[src/rtl/iram_arbiter_if.sv]
`default_nettype none
// ============================================================================
// Module      : iram_arbiter_if
// Description : Bundles the fetch port, loader port and RAM-wrapper signals
//               around the instruction-RAM arbiter. The slave modport is the
//               arbiter's view; the master modport is the surrounding
//               environment (requesters plus RAM wrapper).
// Revision    : 1.0 - initial release
// ============================================================================
interface iram_arbiter_if;

    // Fetch port
    logic        if_req;
    logic [31:0] if_addr;
    logic        if_gnt;
    logic        if_rvalid;
    logic [31:0] if_rdata;
    logic        if_err;

    // Loader / debug port
    logic        ld_req;
    logic        ld_we;
    logic [31:0] ld_addr;
    logic [31:0] ld_wdata;
    logic        ld_hold;
    logic        ld_gnt;
    logic        ld_rvalid;
    logic [31:0] ld_rdata;
    logic        ld_err;

    // RAM wrapper side
    logic        mem_wr;
    logic        mem_rd;
    logic [31:0] mem_addr;
    logic [31:0] mem_wdata;
    logic [31:0] mem_rdata;

    modport slave (
        input  if_req, if_addr,
        output if_gnt, if_rvalid, if_rdata, if_err,
        input  ld_req, ld_we, ld_addr, ld_wdata, ld_hold,
        output ld_gnt, ld_rvalid, ld_rdata, ld_err,
        output mem_wr, mem_rd, mem_addr, mem_wdata,
        input  mem_rdata
    );

    modport master (
        output if_req, if_addr,
        input  if_gnt, if_rvalid, if_rdata, if_err,
        output ld_req, ld_we, ld_addr, ld_wdata, ld_hold,
        input  ld_gnt, ld_rvalid, ld_rdata, ld_err,
        input  mem_wr, mem_rd, mem_addr, mem_wdata,
        output mem_rdata
    );

endinterface
`default_nettype wire

[src/rtl/iram_arbiter.sv]
`default_nettype none
// ============================================================================
// Module      : iram_arbiter
// Description : Shares the single-port instruction RAM between the core fetch
//               port and the loader/debug port. Loader has priority, but the
//               fetch port is forced through after STARVE_MAX consecutive
//               loader wins unless the loader holds the core. Read data comes
//               back one cycle after the grant, steered to the owning port.
// Revision    : 1.0 - initial release
// ============================================================================
module iram_arbiter #(
    parameter int unsigned STARVE_MAX = 4,
    parameter int unsigned IRAM_BYTES = 32768
) (
    input  wire logic     sclk,
    input  wire logic     rstn,
    iram_arbiter_if.slave bus
);

    localparam logic [3:0]  c_STARVE_MAX = 4'(STARVE_MAX);
    localparam logic [32:0] c_IRAM_LIMIT = 33'(IRAM_BYTES);

    typedef enum logic [1:0] {
        OWN_NONE = 2'd0,
        OWN_IF   = 2'd1,
        OWN_LD   = 2'd2
    } owner_e;

    owner_e      owner_q,      owner_d;
    logic [3:0]  starve_cnt_q, starve_cnt_d;
    logic        rsp_err_q,    rsp_err_d;
    logic        rsp_wr_q,     rsp_wr_d;

    logic        w_if_elig;
    logic        w_force_if;
    logic        w_ld_gnt;
    logic        w_if_gnt;
    logic        w_ld_wr;
    logic [31:0] w_addr;
    logic        w_oor;
    logic [31:0] w_rsp_data;

    // Grants are suppressed while rstn is low so no access is issued that the
    // cleared response tracker would then lose.
    assign w_if_elig  = rstn & bus.if_req & ~bus.ld_hold;
    assign w_force_if = w_if_elig & (starve_cnt_q == c_STARVE_MAX);
    assign w_ld_gnt   = rstn & bus.ld_req & ~w_force_if;
    assign w_if_gnt   = w_if_elig & ~w_ld_gnt;
    assign w_ld_wr    = w_ld_gnt & bus.ld_we;

    assign w_addr = w_ld_gnt ? bus.ld_addr :
                    w_if_gnt ? bus.if_addr : 32'd0;

    // Out-of-range accesses are still granted but never reach the RAM.
    assign w_oor = (w_ld_gnt | w_if_gnt) & ({1'b0, w_addr} >= c_IRAM_LIMIT);

    // RAM wrapper drive for the granted port
    assign bus.if_gnt    = w_if_gnt;
    assign bus.ld_gnt    = w_ld_gnt;
    assign bus.mem_addr  = w_addr;
    assign bus.mem_rd    = (w_if_gnt | (w_ld_gnt & ~bus.ld_we)) & ~w_oor;
    assign bus.mem_wr    = w_ld_wr & ~w_oor;
    assign bus.mem_wdata = w_ld_wr ? bus.ld_wdata : 32'd0;

    // Next-state: starvation counter and capture of the granted access
    always_comb begin
        starve_cnt_d = starve_cnt_q;
        if (!w_if_elig || w_if_gnt) begin
            starve_cnt_d = 4'd0;
        end else if (w_ld_gnt && (starve_cnt_q < c_STARVE_MAX)) begin
            starve_cnt_d = starve_cnt_q + 4'd1;
        end

        owner_d = OWN_NONE;
        if (w_ld_gnt) begin
            owner_d = OWN_LD;
        end else if (w_if_gnt) begin
            owner_d = OWN_IF;
        end

        rsp_err_d = w_oor;
        rsp_wr_d  = w_ld_wr;
    end

    // State registers; an asynchronous reset drops any outstanding response
    always_ff @(posedge sclk or negedge rstn) begin
        if (!rstn) begin
            owner_q      <= OWN_NONE;
            starve_cnt_q <= 4'd0;
            rsp_err_q    <= 1'b0;
            rsp_wr_q     <= 1'b0;
        end else begin
            owner_q      <= owner_d;
            starve_cnt_q <= starve_cnt_d;
            rsp_err_q    <= rsp_err_d;
            rsp_wr_q     <= rsp_wr_d;
        end
    end

    // Response steering: only the owner sees data, and only for clean reads
    assign w_rsp_data    = (rsp_err_q | rsp_wr_q) ? 32'd0 : bus.mem_rdata;

    assign bus.if_rvalid = (owner_q == OWN_IF);
    assign bus.if_err    = (owner_q == OWN_IF) & rsp_err_q;
    assign bus.if_rdata  = (owner_q == OWN_IF) ? w_rsp_data : 32'd0;

    assign bus.ld_rvalid = (owner_q == OWN_LD);
    assign bus.ld_err    = (owner_q == OWN_LD) & rsp_err_q;
    assign bus.ld_rdata  = (owner_q == OWN_LD) ? w_rsp_data : 32'd0;

endmodule
`default_nettype wire

[src/flat_wrapper.sv]
// flat-port wrapper written by rule: the top's interface ports become plain ports
module iram_arbiter_flat 
#(
    parameter int unsigned STARVE_MAX = 4,
    parameter int unsigned IRAM_BYTES = 32768
)
  (sclk, rstn, bus_if_req, bus_if_addr, bus_if_gnt, bus_if_rvalid, bus_if_rdata, bus_if_err, bus_ld_req, bus_ld_we, bus_ld_addr, bus_ld_wdata, bus_ld_hold, bus_ld_gnt, bus_ld_rvalid, bus_ld_rdata, bus_ld_err, bus_mem_wr, bus_mem_rd, bus_mem_addr, bus_mem_wdata, bus_mem_rdata);
  iram_arbiter_if bus_i ();
  input  wire logic sclk;
  input  wire logic rstn;
  input wire logic [$bits(bus_i.if_req)-1:0] bus_if_req;
  input wire logic [$bits(bus_i.if_addr)-1:0] bus_if_addr;
  output wire logic [$bits(bus_i.if_gnt)-1:0] bus_if_gnt;
  output wire logic [$bits(bus_i.if_rvalid)-1:0] bus_if_rvalid;
  output wire logic [$bits(bus_i.if_rdata)-1:0] bus_if_rdata;
  output wire logic [$bits(bus_i.if_err)-1:0] bus_if_err;
  input wire logic [$bits(bus_i.ld_req)-1:0] bus_ld_req;
  input wire logic [$bits(bus_i.ld_we)-1:0] bus_ld_we;
  input wire logic [$bits(bus_i.ld_addr)-1:0] bus_ld_addr;
  input wire logic [$bits(bus_i.ld_wdata)-1:0] bus_ld_wdata;
  input wire logic [$bits(bus_i.ld_hold)-1:0] bus_ld_hold;
  output wire logic [$bits(bus_i.ld_gnt)-1:0] bus_ld_gnt;
  output wire logic [$bits(bus_i.ld_rvalid)-1:0] bus_ld_rvalid;
  output wire logic [$bits(bus_i.ld_rdata)-1:0] bus_ld_rdata;
  output wire logic [$bits(bus_i.ld_err)-1:0] bus_ld_err;
  output wire logic [$bits(bus_i.mem_wr)-1:0] bus_mem_wr;
  output wire logic [$bits(bus_i.mem_rd)-1:0] bus_mem_rd;
  output wire logic [$bits(bus_i.mem_addr)-1:0] bus_mem_addr;
  output wire logic [$bits(bus_i.mem_wdata)-1:0] bus_mem_wdata;
  input wire logic [$bits(bus_i.mem_rdata)-1:0] bus_mem_rdata;
  assign bus_i.if_req = bus_if_req;
  assign bus_i.if_addr = bus_if_addr;
  assign bus_if_gnt = bus_i.if_gnt;
  assign bus_if_rvalid = bus_i.if_rvalid;
  assign bus_if_rdata = bus_i.if_rdata;
  assign bus_if_err = bus_i.if_err;
  assign bus_i.ld_req = bus_ld_req;
  assign bus_i.ld_we = bus_ld_we;
  assign bus_i.ld_addr = bus_ld_addr;
  assign bus_i.ld_wdata = bus_ld_wdata;
  assign bus_i.ld_hold = bus_ld_hold;
  assign bus_ld_gnt = bus_i.ld_gnt;
  assign bus_ld_rvalid = bus_i.ld_rvalid;
  assign bus_ld_rdata = bus_i.ld_rdata;
  assign bus_ld_err = bus_i.ld_err;
  assign bus_mem_wr = bus_i.mem_wr;
  assign bus_mem_rd = bus_i.mem_rd;
  assign bus_mem_addr = bus_i.mem_addr;
  assign bus_mem_wdata = bus_i.mem_wdata;
  assign bus_i.mem_rdata = bus_mem_rdata;
  iram_arbiter #(.STARVE_MAX(STARVE_MAX), .IRAM_BYTES(IRAM_BYTES)) u_core (.sclk(sclk), .rstn(rstn), .bus(bus_i));
endmodule
[config.mk]
export PLATFORM = sky130hd
export DESIGN_NAME = iram_arbiter_flat
export DESIGN_NICKNAME = d
export VERILOG_FILES = /design/src/rtl/iram_arbiter_if.sv /design/src/rtl/iram_arbiter.sv /design/src/flat_wrapper.sv
export SDC_FILE = /design/constraint.sdc
export NUM_CORES = 1
export LEC_CHECK = 0
export BUFFER_PORTS_ARGS = -buffer_cell sky130_fd_sc_hd__buf_4
export CORE_AREA = 2 2 104 106
export CTS_BUF_LIST = sky130_fd_sc_hd__clkbuf_8
export DETAILED_ROUTE_END_ITERATION = 8
export DIE_AREA = 0 0 106 108
export PLACE_DENSITY = 0.51
export SYNTH_ARGS = -nofsm -noshare
export SYNTH_HDL_FRONTEND = slang
export SYNTH_SLANG_ARGS = --single-unit
export TNS_END_PERCENT = 30
[constraint.sdc]
create_clock -name sclk -period 2.1 [get_ports sclk]
set_input_delay 0.42 -clock sclk [delete_from_list [all_inputs] [get_ports sclk]]
set_output_delay 0.42 -clock sclk [all_outputs]
set_load 0.05 [all_outputs]
After elaboration in Yosys (flattened, before gate mapping):

Index checks and enable logic that the tools add are counted.

* $add $sub $neg: 1
* mux-type cells: 10
* shift-type cells: 0
* bitwise gates (word level): 21
* $mul: 0
* divide/modulo/power cells: 0
* $lt $le $gt $ge: 2
* eq/ne operators: 3
* reductions and logical operators: 4

Operators by type and width (count)
* 2-to-1 mux 32 bit: 6
* >= comparator 32 x 16 -> 1 bit (second input constant): 1
* AND 1 bit: 13
* 2-to-1 mux 4 bit: 2
* inverter 1 bit: 5
* adder 4 x 1 -> 4 bit (second input constant): 1
* == test 4 x 3 -> 1 bit (second input constant): 1
* less-than comparator 4 x 3 -> 1 bit (second input constant): 1
* OR 1 bit: 3
* == test 2 x 1 -> 1 bit (second input constant): 1
* == test 2 bit (second input constant): 1
* 2-to-1 mux 2 bit: 1
* nonzero test 2 bit: 1
* logical AND 1 bit: 1
* zero test 1 bit: 1
* logical OR 1 bit: 1
* 2-to-1 mux 1 bit: 1

* bits of input ports: 134
* output and inout bits: 136
* memories kept: 0
* word-level logic and storage cells: 45
* flip-flop bits (word level): 8
* latch bits: 0
* ROM bits: 0
* bits in writable memories: 0

Longest topological paths before layout:

* word-level depth: 13
* gate-level depth with buffers: 8
* gate-level depth less buffers: 6

Worst setup path before layout:

OpenSTA, ideal clock, no wires.

* path type: register to output
* start: reg u_core.starve_cnt_q[0]
* end: out bus_mem_addr[17]
* data arrival time: 2.268 ns
* buffers on the path: 2
* data required time: 1.680 ns
* stages on the path, launching flop included: 8
* slack: -0.588 ns
* cells stage by stage: dfrtp_1 -> inv_1 -> ha_1 -> and3b_1 -> a21oi_1 -> buf_4 -> buf_2 -> o21ai_0

* cells in the longest elaborated chain, start to end: 8

RTL lines
* start: declaration: RTL line iram_arbiter.sv:30 `logic [3:0] starve_cnt_q, starve_cnt_d;`
* start signal: assignment: RTL line iram_arbiter.sv:94 `starve_cnt_q <= starve_cnt_d;`
* == test 4 x 3 -> 1 bit (*): RTL line iram_arbiter.sv:46 `assign w_force_if = w_if_elig & (starve_cnt_q == c_STARVE_MAX);`
* AND 1 bit (*): RTL line iram_arbiter.sv:46
* inverter 1 bit (*): RTL line iram_arbiter.sv:47 `assign w_ld_gnt = rstn & bus.ld_req & ~w_force_if;`
* AND 1 bit (*): RTL line iram_arbiter.sv:47
* inverter 1 bit: RTL line iram_arbiter.sv:48 `assign w_if_gnt = w_if_elig & ~w_ld_gnt;`
* AND 1 bit: RTL line iram_arbiter.sv:48
* 2-to-1 mux 32 bit: RTL line iram_arbiter.sv:52 `w_if_gnt ? bus.if_addr : 32'd0;`
* 2-to-1 mux 32 bit (*): RTL line iram_arbiter.sv:51 `assign w_addr = w_ld_gnt ? bus.ld_addr :`
* end: declaration: RTL line flat_wrapper.sv:28 `output wire logic [$bits(bus_i.mem_addr)-1:0] bus_mem_addr;`

Mark *: on every way between the ends. The rest lies on a longest branch, timed or not.

Worst setup path in the final report:

* start: reg u_core.starve_cnt_q[1]
* end: out bus_mem_wdata[30]

* cells in the longest elaborated chain, start to end: 6

RTL lines
* == test 4 x 3 -> 1 bit: RTL line iram_arbiter.sv:46
* AND 1 bit: RTL line iram_arbiter.sv:46
* inverter 1 bit: RTL line iram_arbiter.sv:47
* AND 1 bit: RTL line iram_arbiter.sv:47
* AND 1 bit: RTL line iram_arbiter.sv:49 `assign w_ld_wr = w_ld_gnt & bus.ld_we;`
* 2-to-1 mux 32 bit: RTL line iram_arbiter.sv:63 `assign bus.mem_wdata = w_ld_wr ? bus.ld_wdata : 32'd0;`
* end: declaration: RTL line flat_wrapper.sv:29 `output wire logic [$bits(bus_i.mem_wdata)-1:0] bus_mem_wdata;`

No other way between the ends.

==> metrics.cfg <==
[clock_network]
clock_sinks = 8
htree_levels = 1
cts.clk_slew.worst_paths_ps = 40
cts_root_buf = clkbuf_8
clock_path_buffers = 2
tritoncts = yes
cts_hold_buf = 0
clock_latency_ps = 230
cts-buffers-inserted = 3

[route]
via_per_inst = 4.38
drt_first_pass_iters = 4
drc = 0
wl_per_cell_um = 15.9
drt_iter0_drc = 162
ant_nets = 0
vias = 2915
drt-total-wl_mm = 10.6

[die]
die_h_um = 108
std_cell_rows = 37
die-width_um = 106
core_um2 = 10200
start_util = 0.153
die-area_um2 = 11400
ios = 270

[final_layout]
fillers = 986
layout.area.seq_um2 = 200
diodes = 0
multi_input_area_um2 = 1560
syn_to_final_growth_pct = 213
fin_nets = 667
drive_gt1_frac = 0.764

[yosys]
synth_fa_ha_area_frac = 0.0160
synth_ff_type = dfrtp_1
synth-compound-area-share = 0.169
syn_area_per_cell_um2 = 6.63
ys_seq_area_frac = 0.128
yosys.area_share.xor_xnor = 0.00560
async_flop_share = 1.00
syn-cell-area_um2 = 1560
synth_cell_types = 29
synth_edf_count = 0
muxShareOfSynthArea = 0.00960
synth-simple-area-share = 0.596
yosysWarnings = 0
syn_inst = 236
synth_top_family_by_area = simple AND/OR/NAND/NOR gates
synth_fp_nets = 372
ys_ff_latch = 8

[placement]
pre_cts_ws_ps = -161
gp_congestion = 0.821
dp_hpwl_mm = 7.94
port_buffers = 269

[critical_path]
critPathLaunch = u_core.starve_cnt_q[1]
cp.required_ps = 1680
path_class = flip-flop to output pin
worstSetupStartpointType = flip-flop
critPathArrivalTime_ps = 2030
rrSetupSlack_ps = 240
worst_setup_path_end_kind = output pin
reg2reg_depth = 10
r2r_start = u_core.starve_cnt_q[1]
path_max_fanout = 6
r2r-end = u_core.starve_cnt_q[1]

[worst_hold_path]
worstHoldPathType = primary input to async pin

[sta]
finalCritPeriodShare = 1.16
fmax_ghz = 0.409
rsz0062_at_grt = yes
setup_viol = 67
slew_violations = 0
fin_crit_ps = 2450
skew_ps = 2.31
worst_slack_ps = -346
tightest_slew_ps = 373
relSlewSlack = 0.749
hold_viol_final = 0

[global_route]
track_usage = 0.153
grt_pass1_vias = 2832
antenna_found_initial = 0
grt_overflow = 0
grt_start_max_net_pins = 34
grt_pass1_wl_mm = 14.2

[run_status]
outcome = complete, but fails checks
failed_checks = setup timing

[job]
maxCapViolCount = 0

[power]
ir_worst_vdd_mv = 0.132
leakagePower_uw = 0.00252
fin_total_pwr_uw = 1360
cellPowerDensity_nw_per_um2 = 277

==> sequential cells by signal (all words and copies together) (netlist names) <==
| signal | count |
|---|---|
| u_core.rsp_err_q | 1 |
| u_core.owner_q | 2 |
| u_core.starve_cnt_q | 4 |
| u_core.rsp_wr_q | 1 |
==> through the flow <==
stage          area (µm²)  cells  utilization  hold slack, ps  setup TNS, ps
2_1_floorplan        1660    236            -             124         -14250
4_1_cts              4480    655        0.438             195         -15930
5_1_grt              4900    665        0.479             217         -21920
6_report             4900    665        0.479             196         -17410
3_5_place_dp         4020    645        0.392             439          -7750
3_3_place_gp         4020    645        0.392             435          -7560
==> cells by family after synthesis <==
family	Yosys count
DFF	8
adders and majority gates	2
buffers and inverters	26
AOI/OAI and AO/OA	38
xor gates and xnor gates	1
and+or+nand+nor	160
muxes	1
==> per-layer routing <==
layer | GRT usage | vias up | routed length [µm]
met2 | 0.280 | 190 | 5450
met3 | 0.0350 | 18 | 1030
met1 | 0.173 | 1316 | 3820
met4 | 0.0602 | 0 | 272
li1 | - | 1391 | -
met5 | 0 | - | 0
==> worst max path at each step <==
stage / to
4_1_cts: bus_mem_wr
5_1_grt: bus_mem_wdata[30]
3_5_place_dp: bus_mem_wdata[24]
6_report: bus_mem_wdata[30]
3_3_place_gp: bus_mem_addr[1]
2_1_floorplan: bus_mem_wr
==> Yosys cell counts, types with 2 or more instances <==
cell | n | area share
and2_1 | 66 | 0.26
nand2_1 | 38 | 0.091
and3_1 | 32 | 0.13
o21ai_0 | 17 | 0.054
a22o_1 | 15 | 0.084
clkbuf_1 | 11 | 0.026
dfrtp_1 | 8 | 0.13
nor4_1 | 8 | 0.032
buf_2 | 6 | 0.019
inv_1 | 4 | 0.0096
a21oi_1 | 3 | 0.0096
nor2_1 | 3 | 0.0072
nor3b_1 | 3 | 0.014
and3b_1 | 2 | 0.011
clkbuf_2 | 2 | 0.0064
ha_1 | 2 | 0.016
nand4_1 | 2 | 0.0080
nor2b_1 | 2 | 0.0080
o21a_1 | 2 | 0.0096
==> cell type report <==
| type | instances | area share |
|---|---|---|
| clock buffers | 3 | 0.00842 |
| inverters | 4 | 0.00306 |
| repair buffers | 312 | 0.596 |
| flip-flops and latches | 8 | 0.0408 |
| well taps | 136 | 0.0347 |
| multi-input cells | 202 | 0.317 |
==> layout by cell type, fill, tap and decap left out, types with 2 or more instances in the layout <==
cell type / synthesis / layout
clkbuf_8: 0 / 3
and3_4: 0 / 24
nand2_2: 0 / 4
nor3b_4: 0 / 2
dfrtp_1: 8 / 8
buf_12: 0 / 8
nand2_4: 0 / 4
and2_2: 0 / 28
nor4_1: 8 / 8
buf_6: 1 / 51
a22o_1: 15 / 15
and2_1: 66 / 38
nor2_1: 3 / 3
buf_4: 1 / 223
and3_1: 32 / 8
nand2_1: 38 / 30
clkbuf_16: 0 / 6
inv_1: 4 / 4
buf_8: 0 / 24
o21ai_2: 0 / 16
nand4_1: 2 / 2
a21oi_1: 3 / 2
==> timing repair <==
| item | 4_1_cts | 5_1_grt |
|---|---|---|
| gates cloned | 1 | 6 |
| buffers inserted | 6 | 6 |
| pin swaps | 8 | 35 |
| setup endpoints to repair | 68 | 79 |
| gates resized for setup | 89 | 67 |
==> report_power, final <==
part | internal, µW | switching, µW
clock network | 124 | 58.4
logic | 468 | 539
registers | 160 | 6.03
==> worst max-delay path: stages, from the launching register on <==
cell and delay (ps):
dfrtp_1 350, inv_1 50, ha_2 170, and3b_2 240, a21oi_4 230, buf_6 160, buf_6 110, clkbuf_16 130
and3_1 180, buf_6 160
Power figures use the tool's default switching activity.
